`src/rtl/psum_accum_drain.sv`:
```
// psum_accum_drain
//   Collects one psum per PE column per beat from the bottom row of the systolic
//   array and accumulates cfg_passes input-channel passes per output row. After
//   the final pass it drains the rows, one per beat, to the writeback stage.
//
// Optional feature macro: PSUM_SAT_EN
//   defined   : each drained lane is the accumulator clipped to the signed DATA_W
//               range, and sat_flag[c] marks a clipped lane.
//   undefined : each drained lane is the low DATA_W bits of the accumulator, and
//               sat_flag is tied to 0.
//
// Handshakes (both ports): a beat transfers on a rising clk edge where valid and
//   ready are both 1. A producer holds its payload stable while valid=1 and ready=0.
//
// Ports
//   clk         rising-edge clock
//   reset       asynchronous, active-low reset
//   start       1-cycle pulse in IDLE; samples cfg_rows / cfg_passes
//   cfg_rows    rows per tile (0 or >DEPTH means DEPTH)
//   cfg_passes  passes per tile (0 means 1)
//   in_valid    in_psum beat valid
//   in_ready    high only while accumulating
//   in_psum     N_COL lanes, lane c = bits [c*DATA_W +: DATA_W]
//   out_valid   drain beat valid (registered)
//   out_ready   consumer accepts the drain beat
//   out_data    N_COL narrowed accumulator lanes
//   out_row     row index of out_data
//   sat_flag    per-lane clip indication for the current beat
//   busy        FSM not idle
//   done        1-cycle pulse after the last drain handshake
module psum_accum_drain #(
   parameter int N_COL  = 4,
   parameter int DATA_W = 16,
   parameter int ACC_W  = 24,
   parameter int DEPTH  = 8
) (
   input  logic                        clk,
   input  logic                        reset,
   input  logic                        start,
   input  logic [$clog2(DEPTH):0]      cfg_rows,
   input  logic [7:0]                  cfg_passes,
   input  logic                        in_valid,
   output logic                        in_ready,
   input  logic [N_COL*DATA_W-1:0]     in_psum,
   output logic                        out_valid,
   input  logic                        out_ready,
   output logic [N_COL*DATA_W-1:0]     out_data,
   output logic [$clog2(DEPTH)-1:0]    out_row,
   output logic [N_COL-1:0]            sat_flag,
   output logic                        busy,
   output logic                        done
);

   localparam int RW = $clog2(DEPTH);
   localparam logic [RW:0]   DEPTH_L = (RW+1)'(DEPTH);
   localparam logic [RW-1:0] ROW_MAX = RW'(DEPTH - 1);

   localparam logic [1:0] S_IDLE  = 2'd0;
   localparam logic [1:0] S_ACCUM = 2'd1;
   localparam logic [1:0] S_DRAIN = 2'd2;

   logic [1:0]      state;
   logic [RW-1:0]   row;
   logic [RW-1:0]   rows_m1;
   logic [7:0]      pass;
   logic [7:0]      passes_m1;
   logic [ACC_W-1:0] acc [DEPTH][N_COL];

   logic accept;
   logic drain_hs;

   assign in_ready = (state == S_ACCUM);
   assign busy     = (state != S_IDLE);
   assign accept   = in_valid && in_ready;
   assign drain_hs = out_valid && out_ready;

   // Accumulator RAM: no reset, rows are always overwritten by pass 0 before
   // they can be drained, so stale contents never reach the output.
   always_ff @(posedge clk) begin
      if (accept) begin
         for (int c = 0; c < N_COL; c++) begin
            if (pass == 8'd0)
               acc[row][c] <= {{(ACC_W-DATA_W){in_psum[c*DATA_W+DATA_W-1]}},
                               in_psum[c*DATA_W +: DATA_W]};
            else
               acc[row][c] <= acc[row][c] +
                              {{(ACC_W-DATA_W){in_psum[c*DATA_W+DATA_W-1]}},
                               in_psum[c*DATA_W +: DATA_W]};
         end
      end
   end

   always_ff @(posedge clk or negedge reset) begin
      if (!reset) begin
         state     <= S_IDLE;
         row       <= '0;
         rows_m1   <= '0;
         pass      <= '0;
         passes_m1 <= '0;
         out_valid <= 1'b0;
         out_row   <= '0;
         done      <= 1'b0;
      end else begin
         done <= 1'b0;
         case (state)
            S_IDLE: begin
               if (start) begin
                  state <= S_ACCUM;
                  row   <= '0;
                  pass  <= '0;
                  if (cfg_rows == '0 || cfg_rows > DEPTH_L)
                     rows_m1 <= ROW_MAX;
                  else
                     rows_m1 <= RW'(cfg_rows - 1'b1);
                  passes_m1 <= (cfg_passes == 8'd0) ? 8'd0 : cfg_passes - 8'd1;
               end
            end
            S_ACCUM: begin
               if (accept) begin
                  if (row == rows_m1) begin
                     row <= '0;
                     if (pass == passes_m1) begin
                        pass      <= '0;
                        state     <= S_DRAIN;
                        out_valid <= 1'b1;
                        out_row   <= '0;
                     end else begin
                        pass <= pass + 8'd1;
                     end
                  end else begin
                     row <= row + 1'b1;
                  end
               end
            end
            S_DRAIN: begin
               if (drain_hs) begin
                  if (out_row == rows_m1) begin
                     state     <= S_IDLE;
                     out_valid <= 1'b0;
                     out_row   <= '0;
                     done      <= 1'b1;
                  end else begin
                     out_row <= out_row + 1'b1;
                  end
               end
            end
            default: begin
               state     <= S_IDLE;
               out_valid <= 1'b0;
               out_row   <= '0;
            end
         endcase
      end
   end

   // Drain lanes are read straight from the RAM at out_row. The RAM is not
   // written during DRAIN, so the payload is stable under backpressure, and it
   // is forced to 0 whenever no beat is being offered.
`ifdef PSUM_SAT_EN
   always_comb begin
      out_data = '0;
      sat_flag = '0;
      if (out_valid) begin
         for (int c = 0; c < N_COL; c++) begin
            // The value fits in DATA_W bits only if every bit above the DATA_W
            // sign bit is a copy of it.
            if (acc[out_row][c][ACC_W-1:DATA_W-1] !=
                {(ACC_W-DATA_W+1){acc[out_row][c][ACC_W-1]}}) begin
               sat_flag[c] = 1'b1;
               out_data[c*DATA_W +: DATA_W] = acc[out_row][c][ACC_W-1] ?
                  {1'b1, {(DATA_W-1){1'b0}}} : {1'b0, {(DATA_W-1){1'b1}}};
            end else begin
               out_data[c*DATA_W +: DATA_W] = acc[out_row][c][DATA_W-1:0];
            end
         end
      end
   end
`else
   always_comb begin
      out_data = '0;
      if (out_valid) begin
         for (int c = 0; c < N_COL; c++)
            out_data[c*DATA_W +: DATA_W] = acc[out_row][c][DATA_W-1:0];
      end
   end
   assign sat_flag = '0;
`endif

endmodule

```
`config.mk`:
```
export PLATFORM = sky130hd
export DESIGN_NAME = psum_accum_drain
export DESIGN_NICKNAME = d
export VERILOG_FILES = /design/src/rtl/psum_accum_drain.sv
export SDC_FILE = /design/constraint.sdc
export NUM_CORES = 1
export LEC_CHECK = 0
export BUFFER_PORTS_ARGS = -buffer_cell sky130_fd_sc_hd__buf_4
export CAP_MARGIN = 15
export CELL_PAD_IN_SITES_DETAIL_PLACEMENT = 2
export CELL_PAD_IN_SITES_GLOBAL_PLACEMENT = 2
export CORE_MARGIN = 1.5
export CORE_UTILIZATION = 35
export CTS_BUF_LIST = sky130_fd_sc_hd__clkbuf_2
export DETAILED_ROUTE_END_ITERATION = 10
export PLACE_DENSITY = 0.77
export SYNTH_ARGS = -nofsm -noshare
export SYNTH_HDL_FRONTEND = slang
export SYNTH_SLANG_ARGS = --single-unit
```
`constraint.sdc`:
```
create_clock -name clk -period 7.4 [get_ports clk]
set_input_delay 0.74 -clock clk [delete_from_list [all_inputs] [get_ports clk]]
set_output_delay 0.74 -clock clk [all_outputs]
set_load 0.02 [all_outputs]
```
Word-level counts from Yosys, hierarchy flattened
Memory sizes are Yosys's and may differ from the RTL's.
Cells that the tools add are included.
Word-level totals
  register bits after elaboration: 29
  bits in latches: 0
  memory bits (writable): 768
  ROM bits: 0
  output and inout port bits: 75
  logic and storage cells: 94
  memories kept: 1
Memories
  acc: depth 8, bits a word 96, read ports 2, clocked after memory_dff 0, wr ports 1, line 67  | logic [ACC_W-1:0] acc [DEPTH][N_COL];
Cells by class
  $add $sub $neg: 9
  multipliers: 0
  div/mod/pow operators: 0
  magnitude comparators: 1
  equality and inequality tests: 11
  shifts and indexed selects: 0
  muxes and demuxes: 44
  bitwise logic cells: 5
  reduce and logical (&&, ||, !) cells: 15
Operators with widths (count)
  24-bit adder: 4
  24-bit two-way mux: 4
  64-bit two-way mux: 1
  8-bit two-way mux: 5
  3-bit two-way mux: 9
  8-bit logical NOT: 2
  8-bit case mux with 2 select lines: 1
  1-bit two-way mux: 14
  2-bit two-way mux: 6
  6-bit AND reduction: 2
  3-bit case mux with 3 select lines: 1
  8-bit by 1-bit adder with 8-bit output (second input constant): 1
  8-bit equality test: 1
  8-bit by 1-bit subtractor with 8-bit output (second input constant): 1
  3-bit by 1-bit adder with 3-bit output (second input constant): 2
  3-bit equality test: 2
  2-bit by 1-bit inequality test with 1-bit output (second input constant): 3
  2-bit inequality test (second input constant): 3
  2-bit case mux with 3 select lines: 1
  3-bit case mux with 2 select lines: 1
  5-bit AND reduction: 1
  4-bit greater-than comparator (second input constant): 1
  4-bit logical NOT: 1
  1-bit OR: 4
  12 further kinds: 14

Logic depth before layout (Yosys ltp)
Gate-level depths: netlist (run 1).
  word-level depth: 5
  depth in mapped cells: 19

Least setup slack after synthesis (run 1)
OpenSTA, ideal clock, no wires.
  kind: flip-flop to flip-flop
  from: register row[1]
  to: memory acc[4][0] (netlist bit) (enable)
  setup time: 0.565 ns
  arrival time: 5.706 ns
  required time: 6.835 ns
  slack: 1.129 ns
  stages on the path, launching flop included: 7
  path buffers: 5
  period minus slack after synthesis: 6.271 ns
  cell sequence: dfrtp_1 > buf_2 > buf_2 > buf_2 > buf_2 > buf_2 > nor3_1
RTL lines
  start: declaration: line 63  | logic [RW-1:0] row;
  start signal: assignment: line 131  | row <= row + 1'b1;
  end: declaration: line 67
Straight into the memory's write port.

Worst setup path after layout (run 1)
  from: register row[0]
  to: memory acc[2][87] (netlist bit), data pin
On the way
  cells in the longest elaborated chain, start to end: 3
RTL lines
  memory 8 x 96 bit
  24-bit adder: line 86  | acc[row][c] <= acc[row][c] +
  24-bit two-way mux (no line)
No other way between the ends.

==> impl_metrics.ini, run 1 <==
[status]
outcome = finished, final reports clean

[setup_path]
crit_path_start_kind = flop
crit_path_frequent_cell = buf_4
crit_required_ns = 8.51
cpPeakStageDelay_ns = 0.91
path_depth = 15
cp-startpoint = row[0]$_DFFE_PN0P_
ff2ff_path_depth = 15
critical_path_class = reg -> reg
cp.arrival_ns = 6.64
critical_path_buf_inv_count = 3
endpoint = acc[2][87]$_DFFE_PP_
cp_max_fo = 38
reg2reg_slack_ns = 1.87
end_kind = flop
r2r_end = acc[2][87]$_DFFE_PP_
crit_slowest_cell = dfrtp_4
critPathTopFamily = compound AO/OA/AOI/OAI gates
worstReg2RegStart = row[0]$_DFFE_PN0P_
cp_cell_sequence = inv_2 > buf_4 > and3_1 > buf_4 > a221oi_1 > o221ai_1 > ha_1 > a2111oi_2 > o21ai_1 > a21oi_2 > nor2_1 > a311oi_2 > xnor2_1 > nor2_2 > xor2_1

[route]
detail_route.first_pass.iterations = 5
drc = 0
drt_iter0_markers = 1518
num_vias = 20500
routed_wl_um = 102000
viasPerCell = 5.87
post_drt_wl_per_cell_um = 29.3
final_antenna_net_count = 0

[final_layout]
nFillCells = 7892
syn2layout_area_growth_pct = 16.7
fin_cells = 3490
finalNetCount = 2468
layout-drive-gt1-share = 0.277

[global_route]
grt_antenna_before_repair = 3
grt_overflow = 0
grt_max_degree = 105
grt_usage = 0.250
grtUsageMet2 = 0.435
use_met3 = 0.0449
top_usage_layer = met2
grt_pass1_vias = 23100
grt_use_met1 = 0.301
grt_pass1_wl_um = 152000

[sta]
setup_viol = 0
hold_viol_final = 0
period_needed_ns = 5.53
max_clock_freq_mhz = 181
timing.hold.ws_ns = 0.170
rsz0062_at_grt = false
slew_headroom = 0.241
finClkSkew_ns = 0.129
report.final.slew_viol_count = 0
min_period_over_period = 0.747
worst_pin_slew_ns = 1.13
fin_tns_setup_ns = 0

[die]
rows = 104
die-width_um = 287
die-height_um = 287
initial_core_util = 0.352
coreArea_mm2 = 0.0803
ios = 156
die_area_mm2 = 0.0825

[clocking]
clock-sinks = 541
clockBufferDepth = 3
root_buffer = clkbuf_2
post_cts_buffers = 0
clock_latency_ns = 1.42
cts.clk_slew.worst_paths_ns = 0.11
numCtsBuffers = 148
tritoncts = yes
post_cts_resized = 0
htreeDepth = 4

[power]
leakagePower_nw = 11.4
power_mw = 14.1
ir_drop_mv = 0.192
pwr_density_cell_mw_per_mm2 = 427

[synthesis]
ys_warn_count = 0
syn_area_per_cell_um2 = 14.2
syn_inst = 1996
synth_cell_types = 73
ys_seq_area_frac = 0.569
synth_area_leaders = edfxtp_1, mux4_2, mux2i_1
synth_area_mm2 = 0.0283
async_flop_share = 0.0536
synthFlopType = edfxtp_1
synth_top_area_share = 0.544
synth-edff-count = 512
synth-seq-cells = 541
synth_top_area_cell = edfxtp_1

[min_path]
hp-start = in_psum[11]
hp-class = in -> reg

[flow_run]
maxCapViolations = 0

[placement]
routabilityCongestion = 0.854
dp_hpwl_um = 64900
place_inst = 3128
port_buffers = 151
==> routing by layer <==
metal	part of all wire	vias to the layer above
met2	0.51	766
met4	0.035	2
met3	0.057	202
li1	-	8682
met1	0.40	10800
met5	0.00012	-
==> stage by stage <==
stage / area [um2] / setup WS (ns) / utilization
after detailed placement: 30700 / 1.95 / 0.382
after CTS: 33000 / 1.77 / 0.411
final: 33000 / 1.87 / 0.411
after global routing: 33000 / 1.59 / 0.411
after floorplan: 28300 / 1.13 / -
after global placement: 30700 / 2.21 / 0.382
==> cell type report <==
| cell class | count | area, um2 | area share |
|---|---|---|---|
| Inverter | 34 | 128 | 0.00387 |
| Timing Repair Buffer | 296 | 2510 | 0.0762 |
| Clock buffer | 219 | 1100 | 0.0332 |
| Clock inverter | 40 | 249 | 0.00754 |
| Multi-Input combinational cell | 1296 | 11600 | 0.351 |
| Tap cell | 1060 | 1330 | 0.0402 |
| Sequential cell | 541 | 16100 | 0.488 |
| Antenna cell | 4 | 10.0 | 0.000303 |
==> synth_stat cells (4+ instances only) <==
| master | n |
|---|---|
| edfxtp_1 | 512 |
| mux4_2 | 146 |
| nand2_1 | 133 |
| o21ai_0 | 122 |
| mux2i_1 | 116 |
| nor2_1 | 84 |
| nor2b_1 | 83 |
| a21oi_1 | 79 |
| clkbuf_1 | 66 |
| ha_1 | 66 |
| a221oi_1 | 55 |
| a22oi_1 | 51 |
| buf_2 | 42 |
| xor2_1 | 37 |
| mux2_2 | 36 |
| xnor2_1 | 35 |
| inv_1 | 32 |
| dfrtp_1 | 29 |
| nand3_1 | 22 |
| a22o_1 | 18 |
| a21o_1 | 17 |
| and3_1 | 15 |
| nand2b_1 | 13 |
| o221ai_1 | 13 |
| buf_1 | 11 |
| o21ai_1 | 11 |
| a31oi_1 | 9 |
| buf_4 | 8 |
| nor3_1 | 8 |
| a221o_1 | 7 |
| a222oi_1 | 7 |
| o22ai_1 | 7 |
| o31ai_1 | 7 |
| a211oi_1 | 6 |
| and2_1 | 6 |
| a211oi_2 | 5 |
| a21oi_2 | 5 |
| nor4_1 | 5 |
| a21boi_0 | 4 |
| fa_1 | 4 |
| nand4_1 | 4 |
| o21a_1 | 4 |
| o21ai_2 | 4 |
==> repair_timing <==
item | in CTS | in global routing
setup endpoints to repair | 0 | 0
hold buffers | 97 | 1
endpoints found under the hold margin | 548 | 8
==> report_power, final <==
group / internal [mW] / leakage (nW) / switching (mW)
logic: 2.49 / 5.37 / 4.39
clock network: 0.872 / 1.04 / 1.37
registers: 4.55 / 5.03 / 0.411
==> registers in the layout (all words and copies together), names as in the netlist <==
| signal | cells |
|---|---|
| acc | 512 |
| pass | 8 |
| passes_m1 | 8 |
| out_row | 3 |
| row | 3 |
| rows_m1 | 3 |
| state | 2 |
| done | 1 |
| out_valid | 1 |
==> worst min-delay path: stages <==
cell	delay [ns]
buf_4	0.11
nand2_1	0.05
o21ai_0	0.40
==> placed cells by master, fill, tap and decap left out, types with 8 or more instances in the layout <==
cell and instances:
a21o_1 17, a21oi_1 79, a221oi_1 55, a22o_1 18, a22oi_1 51, a31oi_1 9, and3_1 8, buf_4 194
clkbuf_2 219, clkinv_1 20, dfrtp_1 22, dlygate4sd3_1 97, edfxtp_1 512, ha_1 66, inv_1 32, mux2_2 36
mux2i_1 116, mux4_2 146, nand2_1 133, nand2b_1 13, nand3_1 22, nor2_1 80, nor2b_1 82, o21ai_0 122
o21ai_1 11, o221ai_1 13, xnor2_1 35, xor2_1 37
==> cell families after synthesis <==
logic type / Yosys count / synth area share
multiplexers: 301 / 0.173
XOR/XNOR: 72 / 0.0223
adder cells (fa/ha/maj): 70 / 0.0320
AO/OA/AOI/OAI: 456 / 0.112
other: 1 / 0.000133
flip-flops: 541 / 0.569
buffers and inverters: 162 / 0.0247
AND/OR/NAND/NOR: 393 / 0.0673
==> worst min path at each step <==
stage,to,slack (ns),depth (start not counted)
after floorplan,done$_DFF_PN0_,0.44,0
after global placement,passes_m1[7]$_DFFE_PN0P_,0.50,2
after detailed placement,passes_m1[3]$_DFFE_PN0P_,0.51,2
after CTS,acc[4][83]$_DFFE_PP_,0.02,3
after global routing,acc[4][83]$_DFFE_PP_,0.06,3
final,acc[4][83]$_DFFE_PP_,0.17,3
Power figures use the tool's default switching activity.
==> run 2, diff against run 1 <==
--- a/config.mk
+++ b/config.mk
@@ -13,7 +13,7 @@
 export CORE_UTILIZATION = 35
 export CTS_BUF_LIST = sky130_fd_sc_hd__clkbuf_2
 export DETAILED_ROUTE_END_ITERATION = 10
-export PLACE_DENSITY = 0.77
+export PLACE_DENSITY = 0.8
 export SYNTH_ARGS = -nofsm -noshare
 export SYNTH_HDL_FRONTEND = slang
 export SYNTH_SLANG_ARGS = --single-unit
==> constraint.sdc (replaced) <==
create_clock -name clk -period 4.9 [get_ports clk]
set_input_delay 0.49 -clock clk [delete_from_list [all_inputs] [get_ports clk]]
set_output_delay 0.49 -clock clk [all_outputs]
set_load 0.02 [all_outputs]
==> impl_metrics.ini, run 2 (synthesis results as in run 1) <==
[final_layout]
top_register = acc
largest_reg_flops = 512
finalInstanceArea_mm2 = 0.0339
nFillCells = 7892
finalNetCount = 2544
multiInputGateArea_mm2 = 0.0116
layout-drive-gt1-share = 0.288
seqCellArea_mm2 = 0.0161
final_common_cell = edfxtp_1
final_util = 0.422
syn2layout_area_growth_pct = 19.7
reg.largest.list = acc: 512 flops, pass: 8 flops, passes_m1: 8 flops
layout_common_cells = edfxtp_1, buf_4, clkbuf_2

[route]
detail_route.first_pass.iterations = 6
routed_wl_um = 109000
viasPerCell = 5.97
num_vias = 21300
drc = 0
post_drt_wl_per_cell_um = 30.7
drt_iter0_markers = 1756
final_antenna_net_count = 0

[clocking]
root_buffer = clkbuf_2
tritoncts = yes
clock-sinks = 541
clock_latency_ns = 1.39
htreeDepth = 4
cts.clk_slew.worst_paths_ns = 0.11
numCtsBuffers = 148
clockBufferDepth = 3

[setup_path]
cp_max_fo = 15
cp.arrival_ns = 5.87
reg2reg_slack_ns = 0.16
r2r_end = acc[5][63]$_DFFE_PP_
crit_required_ns = 6.03
ff2ff_path_depth = 15
crit_path_start_kind = flop
worstReg2RegStart = row[1]$_DFFE_PN0P_
end_kind = flop
critical_path_class = reg -> reg

[placement]
routabilityCongestion = 0.849
dp_hpwl_um = 70900
port_buffers = 151
place_area_mm2 = 0.0311

[min_path]
holdPathStages = 3
hp-start = in_psum[31]
hp-class = in -> reg
hold_end = acc[4][63]$_DFFE_PP_

[sta]
worst_pin_slew_ns = 1.08
finClkSkew_ns = 0.113
min_period_over_period = 0.967
hold_viol_final = 0
slew_headroom = 0.276
period_needed_ns = 4.74
report.final.slew_viol_count = 0
fin_tns_setup_ns = 0
setup_viol = 0
max_clock_freq_mhz = 211

[power]
leakagePower_nw = 11.9
power_mw = 22.4
pwr_density_cell_mw_per_mm2 = 661
ir_drop_mv = 0.278

[die]
die-height_um = 287
ios = 156
initial_core_util = 0.352
die-width_um = 287
coreArea_mm2 = 0.0803
die_area_mm2 = 0.0825
rows = 104

[status]
outcome = finished, final reports clean

[global_route]
grt_max_degree = 65
grt_antenna_before_repair = 2
grt_pass1_vias = 23900
grt_overflow = 0
grt_pass1_wl_um = 160000
grt_usage = 0.265

[flow_run]
maxCapViolations = 0
-- run 2: what timing repair did --
item | CTS | global route
hold buffers | 122 | 0
setup buffers | 0 | 1
gates resized for setup | 0 | 8
hold endpoints to repair | 800 | 0
setup endpoints to repair | 0 | 70
-- run 2: cell type report --
| class | count | area share |
|---|---|---|
| diodes | 1 | 0.0000739 |
| clock inverters | 48 | 0.0116 |
| well taps | 1060 | 0.0392 |
| inverters | 34 | 0.00377 |
| multi-input cells | 1296 | 0.342 |
| clock buffers | 216 | 0.0319 |
| repair buffers | 372 | 0.0950 |
| flip-flops and latches | 541 | 0.476 |
-- run 2: critical path: stages (launching register included) --
cell and delay (ns):
dfrtp_4 0.57, buf_4 0.26, buf_4 0.36, mux4_2 0.42, nand2_1 0.15, and2_1 0.17, inv_1 0.07, ha_1 0.32
a211oi_2 0.28, o211ai_1 0.18, a41oi_2 0.33, a21oi_2 0.14, a221oi_2 0.48, xnor2_1 0.14, nor2_1 0.21, xor2_2 0.38
-- run 2: through the flow --
stage	std cells	setup slack, ns	hold WS [ns]
floorplan	1999	-1.37	0.194
global placement	3180	0.433	0.457
detailed placement	3180	0.130	0.463
CTS	3566	0.00918	0.0105
global route	3568	-0.0130	0.0441
finish	3568	0.159	0.130
-- run 2: worst max path at each step --
stage	slack (ns)	to	depth (start not counted)	start
after floorplan	-1.37	acc[4][0]$_DFFE_PP_	6	row[1]$_DFFE_PN0P_
after global placement	0.43	acc[7][63]$_DFFE_PP_	15	row[1]$_DFFE_PN0P_
after detailed placement	0.13	acc[7][63]$_DFFE_PP_	15	row[1]$_DFFE_PN0P_
after CTS	0.009	acc[7][63]$_DFFE_PP_	15	row[1]$_DFFE_PN0P_
after global routing	-0.01	acc[4][76]$_DFFE_PP_	15	row[2]$_DFFE_PN0P_
final	0.16	acc[5][63]$_DFFE_PP_	15	row[1]$_DFFE_PN0P_
-- run 2: power by group --
group	leakage (nW)	switching [mW]	internal (mW)	total, mW
logic	5.75	7.21	4.04	11.3
clock network	1.09	2.16	1.55	3.71
registers	5.03	0.552	6.87	7.42
total	11.9	9.92	12.5	22.4
-- run 2: routing by layer --
metal	up-vias	wire length [um]	global-route usage
li1	8813	-	-
met1	11200	41500	0.315
met2	1063	55400	0.459
met3	263	7860	0.0566
met4	0	4640	0.123
met5	-	0	0
